### src/rtl/imem_boot_ctrl.sv
// imem_boot_ctrl: streams a program into imem while holding the core in reset,
// then enables the core for a bounded (or host-halted) number of cycles.
module imem_boot_ctrl #(
    parameter int ADDR_W = 8,
    parameter int DATA_W = 32,
    parameter int CNT_W  = 16
) (
    input  logic              clk,
    input  logic              reset,
    input  logic              start,
    input  logic [ADDR_W:0]   num_words,
    input  logic [CNT_W-1:0]  run_cycles,
    input  logic              halt_req,
    input  logic              s_valid,
    input  logic [DATA_W-1:0] s_data,
    output logic              s_ready,
    output logic              imem_we,
    output logic [ADDR_W-1:0] imem_addr,
    output logic [DATA_W-1:0] imem_wdata,
    output logic              cpu_hold,
    output logic              cpu_run,
    output logic              busy,
    output logic              done,
    output logic [CNT_W-1:0]  elapsed,
    output logic [2:0]        state
);
    typedef enum logic [2:0] {IDLE = 3'd0, LOAD = 3'd1, RELEASE = 3'd2, RUN = 3'd3, HALT = 3'd4} state_t;
    localparam logic [ADDR_W:0] MAX_WORDS = (ADDR_W+1)'(1) << ADDR_W;
    state_t              r_state, w_next;
    logic [ADDR_W:0]     r_nwords, r_idx, w_nclamp;
    logic [CNT_W-1:0]    r_budget, r_elapsed;
    logic [ADDR_W-1:0]   r_addr;
    logic [DATA_W-1:0]   r_wdata;
    logic                r_we, r_done;
    logic                w_launch, w_accept, w_last, w_term;
    assign w_nclamp = (num_words > MAX_WORDS) ? MAX_WORDS : num_words;
    assign w_launch = (r_state == IDLE || r_state == HALT) && start;
    assign w_accept = (r_state == LOAD) && s_valid;
    assign w_last   = r_idx == r_nwords - (ADDR_W+1)'(1);
    // halt_req and terminal count share one exit so they can only yield one done pulse
    assign w_term   = halt_req || (r_budget != '0 && r_elapsed == r_budget - CNT_W'(1));
    always_comb begin
        w_next = r_state;
        case (r_state)
            IDLE, HALT: w_next = w_launch ? ((w_nclamp == '0) ? RELEASE : LOAD) : r_state;
            LOAD:       w_next = (w_accept && w_last) ? RELEASE : LOAD;
            RELEASE:    w_next = RUN;
            RUN:        w_next = w_term ? HALT : RUN;
            default:    w_next = IDLE;
        endcase
    end
    always_ff @(posedge clk or negedge reset) begin
        if (!reset) begin
            r_state   <= IDLE;
            r_nwords  <= '0;
            r_idx     <= '0;
            r_budget  <= '0;
            r_elapsed <= '0;
            r_addr    <= '0;
            r_wdata   <= '0;
            r_we      <= 1'b0;
            r_done    <= 1'b0;
        end else begin
            r_state <= w_next;
            r_we    <= w_accept;
            r_done  <= (r_state == RUN) && w_term;
            if (w_accept) begin
                r_addr  <= r_idx[ADDR_W-1:0];
                r_wdata <= s_data;
                r_idx   <= r_idx + (ADDR_W+1)'(1);
            end
            if (w_launch) begin
                r_nwords  <= w_nclamp;
                r_budget  <= run_cycles;
                r_idx     <= '0;
                r_elapsed <= '0;
            end else if (r_state == RUN && !w_term && r_elapsed != '1) begin
                r_elapsed <= r_elapsed + CNT_W'(1);
            end
        end
    end
    assign s_ready    = r_state == LOAD;
    assign imem_we    = r_we;
    assign imem_addr  = r_addr;
    assign imem_wdata = r_wdata;
    assign cpu_hold   = r_state == IDLE || r_state == LOAD || r_state == RELEASE;
    assign cpu_run    = r_state == RUN;
    assign busy       = r_state == LOAD || r_state == RELEASE || r_state == RUN;
    assign done       = r_done;
    assign elapsed    = r_elapsed;
    assign state      = r_state;
endmodule

### config.mk
export PLATFORM = sky130hd
export DESIGN_NAME = imem_boot_ctrl
export DESIGN_NICKNAME = d
export VERILOG_FILES = /design/src/rtl/imem_boot_ctrl.sv
export SDC_FILE = /design/constraint.sdc
export NUM_CORES = 1
export LEC_CHECK = 0
export BUFFER_PORTS_ARGS = -buffer_cell sky130_fd_sc_hd__buf_2
export CAP_MARGIN = 0
export CORE_AREA = 4 4 110 112
export CTS_CLUSTER_SIZE = 24
export DETAILED_ROUTE_END_ITERATION = 8
export DIE_AREA = 0 0 114 116
export GPL_TIMING_DRIVEN = 0
export PLACE_DENSITY = 0.76
export SLEW_MARGIN = 10
export SYNTH_ARGS = -nofsm -noshare
export SYNTH_HDL_FRONTEND = slang
export SYNTH_SLANG_ARGS = --single-unit
export TNS_END_PERCENT = 30
### constraint.sdc
create_clock -name clk -period 2.7 [get_ports clk]
set_input_delay 0.135 -clock clk [delete_from_list [all_inputs] [get_ports clk]]
set_output_delay 0.135 -clock clk [all_outputs]
set_load 0.01 [all_outputs]
==> reports/qor.yml <==
core_area_mm2: 0.0112
gr-total-overflow: 0
cts-root-buf: "clkbuf_16"
area_growth_syn_to_layout_pct: 30.0
wl_mm: 12.8
clkTransAtPathRegs_ps: 70
row_count: 39
violations: "negative setup slack"
dpl_cell_area_mm2: 0.00577
h-tree-depth: 3
top_layer: "met4"
final-setup-viol-count: 17
slew_headroom: 0.601
power_density_mw_per_mm2: 912
routedLengthMet1_mm: 5.43
die_h_um: 116
synth_seq_cells: 95
syn_area_per_cell_um2: 10.3
p_leak_nw: 2.98
slew_violations: 0
critPathMaxFanout: 5
cts_tree: "done"
grt_pass1_vias: 4367
cts_buffers: 9
first_pass_iters: 4
viasPerCell: 5.45
vias: 4302
nFillCells: 976
period_share: 1.04
ys_warn_count: 0
synth.distinct_cells: 62
finalNonFillerCells: 789
finalPower_mw: 5.83
antenna_found_initial: 0
antenna_cells: 0
pre_cts_slack_ps: -207
synth-edff-count: 0
cp-end-kind: "flop"
yosysTopAreaCell: "dfrtp_1"
synth_top_area_frac: 0.483
finClkSkew_ps: 9.13
wl_met3_um: 902
hp-class: "in2reg"
peakVddDrop_v: 0.000549
drcViolationCount: 0
cts-root-to-sink-buffers: 2
max_freq_ghz: 0.357
ios: 127
placed_cells_incl_taps: 750
drv_cap: 0
outcome: "complete, but fails checks"
first_iter_violations: 251
drive_above_1_share: 0.373
cp-start-kind: "flop"
dr_wl_met2_mm: 6.17
period_minus_slack_ps: 2800
die_x_um: 114
final_nets: 707
syn_area_mm2: 0.00492
grt.total_usage: 0.197
hold_viol: 0
dieArea_mm2: 0.0132
synthTopCellsByArea: "dfrtp_1 48%, mux2_2 9.4%, nand2_1 6.3%"
fin_ws_ps: -97.6
tightestPinTransition_ps: 583
dp_hpwl_mm: 9.35
globalplace.congestion: 0.909
critPathArrivalTime_ps: 3040
synth_fp_nets: 546
ys.flop_type: "dfrtp_1"
ant_nets: 0
design_area_mm2: 0.00640
crit_required_ps: 2940
initial_utilization: 0.439
ys_seq_area_frac: 0.483
rsz0062_at_grt: "yes"
criticalPathCategory: "reg2reg"
portBuffers: 126
wl_per_cell_um: 16.3
syn_inst: 480
grt_max_degree: 56
postSynth.asyncResetShare: 1.00
clkLatencyLatePin_ps: 340
grt_pass1_wl_mm: 21.1
cts.sinks: 95
==> critical path, cell delays in order, from the launching register on <==
cell,delay [ps]
dfrtp_1,410
buf_6,130
or4_4,550
nor4_4,240
buf_4,180
buf_6,90
nand4b_1,100
o211ai_1,190
o21bai_4,130
nor2_4,180
buf_6,140
buf_4,140
o211ai_1,120
o31ai_1,100
==> report_power, final <==
group	switching, mW	internal, mW	total [mW]
Clock	0.552	0.748	1.30
Combinational	1.19	1.10	2.29
Sequential	0.377	1.87	2.24
==> layout make-up <==
class / instances / area [um^2] / area share
flip-flops and latches: 95 / 2380 / 0.373
repair buffers: 150 / 877 / 0.137
clock buffers: 10 / 239 / 0.0373
clock inverters: 6 / 68.8 / 0.0108
well taps: 143 / 179 / 0.0280
inverters: 10 / 37.5 / 0.00587
plain buffers: 25 / 158 / 0.0246
multi-input cells: 350 / 2460 / 0.384
==> routing by layer <==
| metal | global-route usage | vias up |
|---|---|---|
| li1 | - | 2028 |
| met5 | 0 | - |
| met1 | 0.253 | 2072 |
| met2 | 0.333 | 172 |
| met3 | 0.0428 | 30 |
| met4 | 0.0681 | 0 |
==> per-stage QoR <==
stage	utilization	hold slack (ps)	TNS, ps
final	0.570	13.9	-815
after global routing	0.570	16.8	-2780
after CTS	0.563	1.47	-8.97
after detailed placement	0.514	156	-2060
after global placement	0.511	330	-1270
after floorplan	-	-161	0
==> placed cells by master (no fill, tap or decap), types with 4 or more instances in the layout <==
cell | netlist | routed
clkbuf_16 | 0 | 9
nor2_1 | 25 | 25
dfrtp_1 | 95 | 90
dfrtp_2 | 0 | 5
buf_2 | 1 | 126
nor3_1 | 11 | 9
clkbuf_1 | 15 | 15
buf_6 | 2 | 6
inv_1 | 10 | 10
o31ai_1 | 8 | 7
mux2_2 | 41 | 41
dlygate4sd3_1 | 0 | 8
o211ai_1 | 5 | 5
or4_4 | 4 | 6
buf_4 | 1 | 12
or3_1 | 7 | 7
mux2i_1 | 4 | 4
nand2b_1 | 6 | 6
xnor2_1 | 19 | 19
nor4_1 | 8 | 8
nand4_1 | 11 | 11
nand3b_1 | 9 | 9
a21oi_1 | 12 | 9
xor2_1 | 16 | 16
o21ai_0 | 21 | 17
nand3_1 | 8 | 8
clkbuf_8 | 3 | 4
nand2_1 | 83 | 83
==> synth_stat cells (3+ instances only) <==
| cell | number |
|---|---|
| xnor2_1 | 19 |
| nand3b_1 | 9 |
| mux2_2 | 41 |
| xor2_1 | 16 |
| dfrtp_1 | 95 |
| and3_1 | 3 |
| clkbuf_1 | 15 |
| inv_1 | 10 |
| o31ai_1 | 8 |
| or4_4 | 4 |
| nand3_1 | 8 |
| nor2_1 | 25 |
| o21ai_0 | 21 |
| mux2i_1 | 4 |
| nor3_1 | 11 |
| nand4_1 | 11 |
| and2_1 | 3 |
| nor2b_1 | 3 |
| nand2_1 | 83 |
| a21oi_1 | 12 |
| clkbuf_8 | 3 |
| ha_1 | 4 |
| nor4_1 | 8 |
| or4_1 | 3 |
| o211ai_1 | 5 |
| or3_1 | 7 |
| nand2b_1 | 6 |
==> what timing repair did <==
item,in CTS,in global routing
endpoints found under the setup margin,20,20
hold buffers,8,0
cloned,0,1
pin swaps,15,7
endpoints found under the hold margin,47,0
resized for setup,17,15
buffers inserted,12,2
==> kinds of logic (layout without fill, tap and decap cells) <==
| family | count (synthesis) | count (layout) | share of synthesized area |
|---|---|---|---|
| AOI/OAI and AO/OA | 66 | 66 | 0.0910 |
| muxes | 46 | 46 | 0.104 |
| xor gates and xnor gates | 35 | 35 | 0.0623 |
| buffers and inverters | 35 | 201 | 0.0389 |
| DFF | 95 | 95 | 0.483 |
| adders and majority gates | 4 | 4 | 0.0102 |
| and+or+nand+nor | 199 | 199 | 0.211 |
==> worst paths after layout <==
check,from,endpoint,slack (ps),cells after the start
min in group asynchronous,reset,elapsed[7]$_DFFE_PN0P_,320,2
max in group asynchronous,reset,imem_wdata[17]$_DFFE_PN0P_,1720,3
max reg2reg,r_budget[1]$_DFFE_PN0P_,elapsed[1]$_DFFE_PN0P_,-100,13
max,r_budget[1]$_DFFE_PN0P_,elapsed[1]$_DFFE_PN0P_,-100,13
min reg2reg,imem_wdata[2]$_DFFE_PN0P_,imem_wdata[2]$_DFFE_PN0P_,500,1
min,run_cycles[8],r_budget[8]$_DFFE_PN0P_,10,3
==> sequential cells by signal, indices dropped and copies added, names as in the netlist <==
name,count
done,1
elapsed,16
imem_addr,8
imem_wdata,32
imem_we,1
r_budget,16
r_idx,9
r_nwords,9
state,3
Note: power is estimated with default switching activity, not from simulation.
